File: src/rtl/dmem_arbiter_pkg.sv
// Shared types and constants for the data-memory arbiter.
// Imported by the arbiter top and its round-robin sub-module.
package dmem_arb_pkg;

    typedef enum logic {
        ST_IDLE    = 1'b0,
        ST_RD_BUSY = 1'b1
    } state_e;

    localparam logic OWN_CORE = 1'b0;
    localparam logic OWN_M1   = 1'b1;

    localparam int RD_LAT_MIN = 1;
    localparam int RD_LAT_MAX = 4;
    localparam int CNT_W      = $clog2(RD_LAT_MAX);

endpackage

File: src/rtl/dmem_arbiter_rr_arb2.sv
// Two-way round-robin arbiter; the pointer holds the last winner
// and moves only when a grant is actually taken.
module rr_arb2
    import dmem_arb_pkg::*;
(
    input  logic       clk,
    input  logic       rst,
    input  logic [1:0] req_i,
    input  logic       advance_i,
    output logic [1:0] gnt_o
);

    logic last_q;
    logic last_d;

    always_comb begin
        gnt_o = req_i;
        if (req_i == 2'b11) begin
            gnt_o = (last_q == OWN_M1) ? 2'b01 : 2'b10;
        end
    end

    always_comb begin
        last_d = last_q;
        if (advance_i) begin
            last_d = gnt_o[1];
        end
    end

    always_ff @(posedge clk or negedge rst) begin
        if (!rst) begin
            last_q <= OWN_M1;
        end else begin
            last_q <= last_d;
        end
    end

endmodule

File: src/rtl/dmem_arbiter.sv
// Shares one single-port data memory between the core load/store
// port and a secondary master, one access per grant.
module dmem_arbiter
    import dmem_arb_pkg::*;
#(
    parameter int AW     = 32,
    parameter int DW     = 32,
    parameter int RD_LAT = 1
) (
    input  logic          clk,
    input  logic          rst,
    input  logic [AW-1:0] c_addr,
    input  logic [DW-1:0] c_wdata,
    input  logic          c_write_en,
    input  logic          c_read_en,
    output logic          c_exstall,
    output logic [DW-1:0] c_rdata,
    output logic          c_read_vd,
    input  logic          m1_req,
    input  logic          m1_we,
    input  logic [AW-1:0] m1_addr,
    input  logic [DW-1:0] m1_wdata,
    output logic          m1_gnt,
    output logic [DW-1:0] m1_rdata,
    output logic          m1_rvalid,
    output logic          mem_en,
    output logic          mem_we,
    output logic [AW-1:0] mem_addr,
    output logic [DW-1:0] mem_wdata,
    input  logic [DW-1:0] mem_rdata
);

    localparam logic [CNT_W-1:0] CNT_LOAD = CNT_W'(RD_LAT - 1);

    state_e           state_q;
    state_e           state_d;
    logic [CNT_W-1:0] cnt_q;
    logic [CNT_W-1:0] cnt_d;
    logic             owner_q;
    logic             owner_d;
    logic [DW-1:0]    c_rdata_q;
    logic [DW-1:0]    m1_rdata_q;

    logic       c_req;
    logic [1:0] req;
    logic [1:0] gnt;
    logic       grant;
    logic       win;
    logic       sel_we;
    logic       ret;

    assign c_req = c_read_en | c_write_en;

    // No grants while a read is in flight or while reset is held.
    assign req = (state_q == ST_IDLE && rst) ? {m1_req, c_req} : 2'b00;

    rr_arb2 u_arb (
        .clk       (clk),
        .rst       (rst),
        .req_i     (req),
        .advance_i (grant),
        .gnt_o     (gnt)
    );

    assign grant  = |gnt;
    assign win    = gnt[1];
    assign sel_we = win ? m1_we : c_write_en;
    assign ret    = (state_q == ST_RD_BUSY) && (cnt_q == '0);

    always_ff @(posedge clk or negedge rst) begin
        if (!rst) begin
            state_q <= ST_IDLE;
            cnt_q   <= '0;
            owner_q <= OWN_CORE;
        end else begin
            state_q <= state_d;
            cnt_q   <= cnt_d;
            owner_q <= owner_d;
        end
    end

    always_comb begin
        state_d = state_q;
        cnt_d   = cnt_q;
        owner_d = owner_q;
        case (state_q)
            ST_IDLE: begin
                if (grant && !sel_we) begin
                    state_d = ST_RD_BUSY;
                    cnt_d   = CNT_LOAD;
                    owner_d = win;
                end
            end
            ST_RD_BUSY: begin
                if (ret) begin
                    state_d = ST_IDLE;
                end else begin
                    cnt_d = cnt_q - 1'b1;
                end
            end
        endcase
    end

    always_comb begin
        mem_en    = grant;
        mem_we    = grant & sel_we;
        mem_addr  = win ? m1_addr : c_addr;
        mem_wdata = win ? m1_wdata : c_wdata;
        m1_gnt    = gnt[1];
        c_read_vd = ret && (owner_q == OWN_CORE);
        m1_rvalid = ret && (owner_q == OWN_M1);
        c_rdata   = c_read_vd ? mem_rdata : c_rdata_q;
        m1_rdata  = m1_rvalid ? mem_rdata : m1_rdata_q;
        c_exstall = c_req && !(gnt[0] && c_write_en) && !c_read_vd;
    end

    always_ff @(posedge clk or negedge rst) begin
        if (!rst) begin
            c_rdata_q  <= '0;
            m1_rdata_q <= '0;
        end else begin
            if (c_read_vd) begin
                c_rdata_q <= mem_rdata;
            end
            if (m1_rvalid) begin
                m1_rdata_q <= mem_rdata;
            end
        end
    end

endmodule

File: config.mk
export PLATFORM = sky130hd
export DESIGN_NAME = dmem_arbiter
export DESIGN_NICKNAME = d
export VERILOG_FILES = /design/src/rtl/dmem_arbiter_pkg.sv /design/src/rtl/dmem_arbiter_rr_arb2.sv /design/src/rtl/dmem_arbiter.sv
export SDC_FILE = /design/constraint.sdc
export NUM_CORES = 1
export LEC_CHECK = 0
export CORE_AREA = 2 2 116 118
export DETAILED_ROUTE_END_ITERATION = 7
export DIE_AREA = 0 0 118 120
export GPL_TIMING_DRIVEN = 0
export PLACE_DENSITY_LB_ADDON = 0.05
export SYNTH_ARGS = -nofsm -noshare
export SYNTH_HDL_FRONTEND = slang
export SYNTH_SLANG_ARGS = --single-unit
File: constraint.sdc
create_clock -name clk -period 2 [get_ports clk]
set_input_delay 0.3 -clock clk [delete_from_list [all_inputs] [get_ports clk]]
set_output_delay 0.3 -clock clk [all_outputs]
set_load 0.02 [all_outputs]
==> flow_summary.toml, run 1 <==
[global_routing]
antenna_found_initial = 0
grt_max_degree = 74
grt_pass1_wl_um = 21370
grt_overflow = 0
grt_pass1_vias = 3670
grt_use_total = 0.1980

[timing]
fmax_mhz = 451.8
slew_violations = 0
tightest_slew_ns = 0.3762
fin_worst_hold_slack_ns = -0.1368
fin_crit_sh = 1.107
worst_slack_ns = -0.2131
layout_min_cycle_time_ns = 2.213
final.setup.tns_ns = -17.68
hold_viol_final = 68
setup_violations = 126
max-slew-margin-rel = 0.7492
rsz0062_at_grt = "yes"
fin_skew_ns = 0.005490

[clock_network]
clkLatencyLatePin_ns = 0.33
cts_inserted_buffers = 9
clockBufferDepth = 2
clock_sinks = 69
cts_tree = "built"
clkTransAtPathRegs_ns = 0.05
root_buffer = "clkbuf_16"
cts_htree_levels = 3

[floorplanning]
coreArea_um2 = 12980
die_area_um2 = 14160
fp.dieW_um = 118
die_h_um = 120
initial_core_util = 0.2778
io_pins = 300
num_rows = 42

[cells_and_area]
insertedDiodeCount = 0
area_delta_synth_final_pct = 121.7
drive_gt1_frac = 0.5769
multiInputGateArea_um2 = 1933
ff_latch_area_um2 = 1729
final_util = 0.6160
layout.nets = 767
fillers = 1126

[logic_synthesis]
syn_avg_cell_area_um2 = 14.96
synth_top_area_cell = "dfrtp_1"
syn_area_um2 = 3606
ys_seq_area_frac = 0.4792
synth.top_cell.area_share = 0.4719
synth-seq-cells = 69
syn_inst = 241
synth_cell_types = 25
synth_nets = 408
synth_area_leaders = "dfrtp_1 (47%), mux2_2 (28%), mux2_4 (16%), buf_6 (1.6%), buf_2 (1.1%)"
synth_warnings = 0

[pwr]
ir_drop_mv = 0.9746
combPwrFrac = 0.638
p_leak_nw = 3.843
switchingPower_mw = 3.760
clockPowerShare = 0.139
p_sw_frac = 0.3574
p_int_mw = 6.761
seqPwrFrac = 0.223
power_per_cell_area_nw_per_um2 = 1316
p_total_mw = 10.52

[detailed_routing]
drtIter0Drc = 92
drt-pass1-iter-count = 4
drc = 0
wl_per_cell_um = 18.95
ant_nets = 0
vias = 3417
viasPerCell = 4.375
wirelength_um = 14800

[outcome]
outcome = "finished, violations left"
violations = "negative hold slack, negative setup slack"

[critical_path]
r2r-start = "cnt_q[1]$_DFFE_PN0P_"
required_ns = 1.70
endpoint_kind = "output port"
r2r_end = "c_rdata_q[3]$_DFF_PN0_"
worstSetupStartpointType = "flip-flop"
rr_worst_depth = 8
crit_type = "flip-flop to output port"
cp_max_fo = 8
rrSetupSlack_ns = 0.33
cp.arrival_ns = 1.91

[place]
pre_cts_slack_ns = -1.039
port_buffers = 299
gp_congestion = 0.7843
dp_hpwl_um = 10750

[run]
maxCapViolCount = 0

[worst_hold_path]
hold_path.class = "input pin to async pin"
[state kept, by name, indices dropped and copies added, names as in the netlist]
| name | count |
|---|---|
| u_arb.last_q | 1 |
| c_rdata_q | 32 |
| cnt_q | 2 |
| owner_q | 1 |
| m1_rdata_q | 32 |
| state_q | 1 |
[cell usage in the layout, fill, tap and decap left out, types with 2 or more instances in the layout]
cell type	count
clkdlybuf4s50_1	162
mux2_2	53
buf_4	35
inv_1	5
nor2b_1	3
clkbuf_1	2
buf_2	21
buf_12	11
dlygate4sd2_1	3
mux2_4	75
inv_2	3
a31oi_1	4
clkbuf_8	2
dfrtp_1	67
buf_6	118
clkinvlp_4	2
buf_8	4
clkbuf_16	15
[worst max-delay path: stages (launching register included)]
cell,delay (ns)
dfrtp_2,0.44
and3b_2,0.28
nand2_4,0.09
buf_12,0.17
clkbuf_16,0.16
mux2_4,0.30
buf_6,0.13
[power by group through the flow]
stage                     combinational [mW]  sequential, mW  clock (mW)
after global routing                    7.08            2.43        1.57
final                                   6.71            2.34        1.47
after floorplan                         2.97            2.26           0
after global placement                  5.53            2.31           0
after CTS                               6.02            2.33        1.52
after detailed placement                5.57            2.34           0
[Yosys cell counts, drive strengths merged]
cell     count
dfrtp       68
a31oi        4
inv          8
o21ai        2
nand3b       1
ha           1
dfstp        1
o31a         1
xnor2        1
and3b        1
nor2         1
nand4bb      1
o32a         1
nand2b       1
nand3        1
a21o         1
nand2        1
mux2       128
a221oi       1
a32oi        1
nor2b        3
buf         13
[repair_timing]
| action | CTS | global route |
|---|---|---|
| pin swaps | 2 | 3 |
| resized for setup | 777 | 103 |
| hold endpoints to repair | 68 | 68 |
| cloned | 3 | 6 |
| setup buffers | 24 | 26 |
| endpoints found under the setup margin | 134 | 134 |
[logic make-up (layout without fill, tap and decap cells)]
logic type	count (synthesis)	count (layout)	synth area share
xor+xnor	1	1	0.002429
simple gates	10	10	0.01874
flops	69	69	0.4792
mux	128	128	0.4393
compound gates	11	11	0.02186
buf+inv	21	385	0.03504
fa+ha+maj	1	1	0.003469
[area by class of cell]
type / count / area share
Timing Repair Buffer: 351 / 0.4524
Multi-Input combinational cell: 151 / 0.2418
Sequential cell: 69 / 0.2163
Clock buffer: 13 / 0.03255
Tap cell: 176 / 0.02754
Buffer: 10 / 0.02316
Inverter: 8 / 0.003756
Clock inverter: 3 / 0.002504
[layer usage]
layer,vias up,part of all wire,GRT usage
met1,1678,0.37,0.2155
met5,-,0,0
met4,0,0.0059,0.04292
met3,7,0.089,0.08175
li1,1587,-,-
met2,145,0.53,0.3601
[worst max-delay path by stage]
stage / start / end / slack (ns) / depth (start not counted)
CTS: state_q$_DFF_PN0_ / mem_wdata[24] / -0.23 / 6
floorplan: cnt_q[0]$_DFFE_PN0P_ / c_exstall / 0.17 / 6
global route: state_q$_DFF_PN0_ / mem_wdata[2] / -0.27 / 6
global placement: rst / mem_wdata[19] / -3.23 / 7
detailed placement: rst / mem_wdata[14] / -1.04 / 7
finish: state_q$_DFF_PN0_ / mem_wdata[1] / -0.21 / 6
[stage by stage]
stage	instances	cell area, µm²
after global placement	716	6819
after global routing	781	7995
after detailed placement	716	6817
after CTS	759	7492
after floorplan	241	3606
final	781	7995
Power figures use the tool's default switching activity.
==> run 2, diff against run 1 <==
==> constraint.sdc (replaced) <==
create_clock -name clk -period 2.4 [get_ports clk]
set_input_delay 0.36 -clock clk [delete_from_list [all_inputs] [get_ports clk]]
set_output_delay 0.36 -clock clk [all_outputs]
set_load 0.02 [all_outputs]
==> flow_summary.toml, run 2 (synthesis gave the netlist of run 1 again) <==
[clock_network]
clkLatencyLatePin_ns = 0.33
clockBufferDepth = 2
cts_inserted_buffers = 9
root_buffer = "clkbuf_16"
clkTransAtPathRegs_ns = 0.05
cts_htree_levels = 3
clock_sinks = 69
cts_tree = "built"

[timing]
fmax_mhz = 432.0
hold_viol_final = 0
fin_skew_ns = 0.005610
slew_violations = 0
layout_min_cycle_time_ns = 2.315
fin_worst_hold_slack_ns = 0.02891
tightest_slew_ns = 0.3747
max-slew-margin-rel = 0.7502
fin_crit_sh = 0.9646
setup_violations = 0

[floorplanning]
fp.dieW_um = 118
num_rows = 42
io_pins = 300
initial_core_util = 0.2778
die_h_um = 120
coreArea_um2 = 12980
die_area_um2 = 14160

[global_routing]
grt_overflow = 0
antenna_found_initial = 0
grt_use_total = 0.1941
grt_pass1_vias = 3549
grt_pass1_wl_um = 20870
grt_max_degree = 69

[detailed_routing]
vias = 3235
viasPerCell = 4.360
drt-pass1-iter-count = 4
drc = 0
wl_per_cell_um = 18.45
drtIter0Drc = 76
wirelength_um = 13690
ant_nets = 0

[pwr]
clockPowerShare = 0.164
seqPwrFrac = 0.258
power_per_cell_area_nw_per_um2 = 1050
ir_drop_mv = 0.6703
combPwrFrac = 0.578
p_sw_frac = 0.3786
switchingPower_mw = 2.820
p_int_mw = 4.628
p_leak_nw = 3.254

[critical_path]
rr_worst_depth = 6
worstSetupStartpointType = "flip-flop"
r2r-start = "cnt_q[0]$_DFFE_PN0P_"
cp.arrival_ns = 1.96
r2r_end = "c_rdata_q[13]$_DFF_PN0_"
startpoint = "state_q$_DFF_PN0_"
endpoint_kind = "output port"
rrSetupSlack_ns = 0.92
crit_type = "flip-flop to output port"
required_ns = 2.04
cp_max_fo = 10

[cells_and_area]
layout.nets = 728
final_common_cell = "clkdlybuf4s50_1"
mostFrequentLayoutCells = "clkdlybuf4s50_1 (163), mux2_2 (90), dfrtp_1 (67), dlygate4sd2_1 (60), buf_2 (40)"
final_cells = 742
insertedDiodeCount = 0
drive_gt1_frac = 0.4293
reg_top3 = "c_rdata_q (32), m1_rdata_q (32), cnt_q (2)"
area_delta_synth_final_pct = 96.74
final_util = 0.5466

[place]
post-place-cells = 716
port_buffers = 299
dp_hpwl_um = 10750
gp_congestion = 0.7843

[worst_hold_path]
hold_path.class = "input pin to async pin"

[run]
maxCapViolCount = 0

[outcome]
outcome = "finished clean"
## run 2: cell types whose count changed in the layout (fill, tap and decap cells not counted), sizes merged
cell	delta
buf	-127
clkbuf	-6
clkdlybuf4s15	+34
clkdlybuf4s50	+1
dlygate4sd2	+57
dlygate4sd3	+1
dlymetal6s2s	+1
## run 2: power groups by stage
stage / Clock [mW] / Sequential (mW) / Combinational (mW)
3_5_place_dp: 0 / 1.95 / 4.64
2_1_floorplan: 0 / 1.89 / 2.47
4_1_cts: 1.27 / 1.94 / 4.33
3_3_place_gp: 0 / 1.92 / 4.61
6_report: 1.22 / 1.92 / 4.31
5_1_grt: 1.31 / 2.00 / 4.60
## run 2: area by class of cell
type | count | area, µm²
clock buffer | 13 | 260.3
tap | 176 | 220.2
inverter | 8 | 30.03
buffer | 13 | 187.7
timing repair buffer | 309 | 2870
clock inverter | 3 | 20.02
sequential | 69 | 1729
fill | 1212 | 5886
multi-input combinational | 151 | 1777
## run 2: what timing repair did
item	4_1_cts	5_1_grt
gates resized for setup	352	10
hold endpoints to repair	68	0
hold buffers	2	0
pin swaps	0	1
endpoints found under the setup margin	134	110
setup buffers	5	3
## run 2: critical path, stage by stage, from the launching register on
cell	delay (ns)
dfrtp_2	0.44
and3b_2	0.30
nand2_4	0.09
buf_12	0.16
buf_6	0.16
mux2_4	0.31
buf_2	0.16
## run 2: worst max path at each step
stage,end,depth (start not counted)
after floorplan,c_exstall,6
after global placement,mem_wdata[19],7
after detailed placement,mem_wdata[14],7
after CTS,mem_wdata[14],6
after global routing,c_rdata[31],7
final,mem_addr[27],6
## run 2: routing by layer
| metal | GRT usage | part of all wire |
|---|---|---|
| met1 | 0.2202 | 0.39 |
| met5 | 0 | 0 |
| met3 | 0.08080 | 0.089 |
| met2 | 0.3383 | 0.51 |
| met4 | 0.04895 | 0.011 |
## run 2: per-stage QoR
step           area [µm²]  total power, mW  worst slack, ns  setup TNS (ns)
6_report             7094            7.448          0.08496               0
5_1_grt              7094            7.908         -0.01414        -0.05862
4_1_cts              7074            7.537         -0.06449         -0.1791
3_5_place_dp         6817            6.591          -0.7588          -54.27
3_3_place_gp         6819            6.527           -2.949         -307.38
2_1_floorplan        3606            4.359           0.5120               0
==> run 3, diff against run 2 <==
--- a/config.mk
+++ b/config.mk
@@ -5,6 +5,7 @@
 export SDC_FILE = /design/constraint.sdc
 export NUM_CORES = 1
 export LEC_CHECK = 0
+export CAP_MARGIN = 20
 export CORE_AREA = 2 2 116 118
 export DETAILED_ROUTE_END_ITERATION = 7
 export DIE_AREA = 0 0 118 120
==> results of run 3 <==
Same layout as run 2: the final DEF is identical, and so are final timing and power.
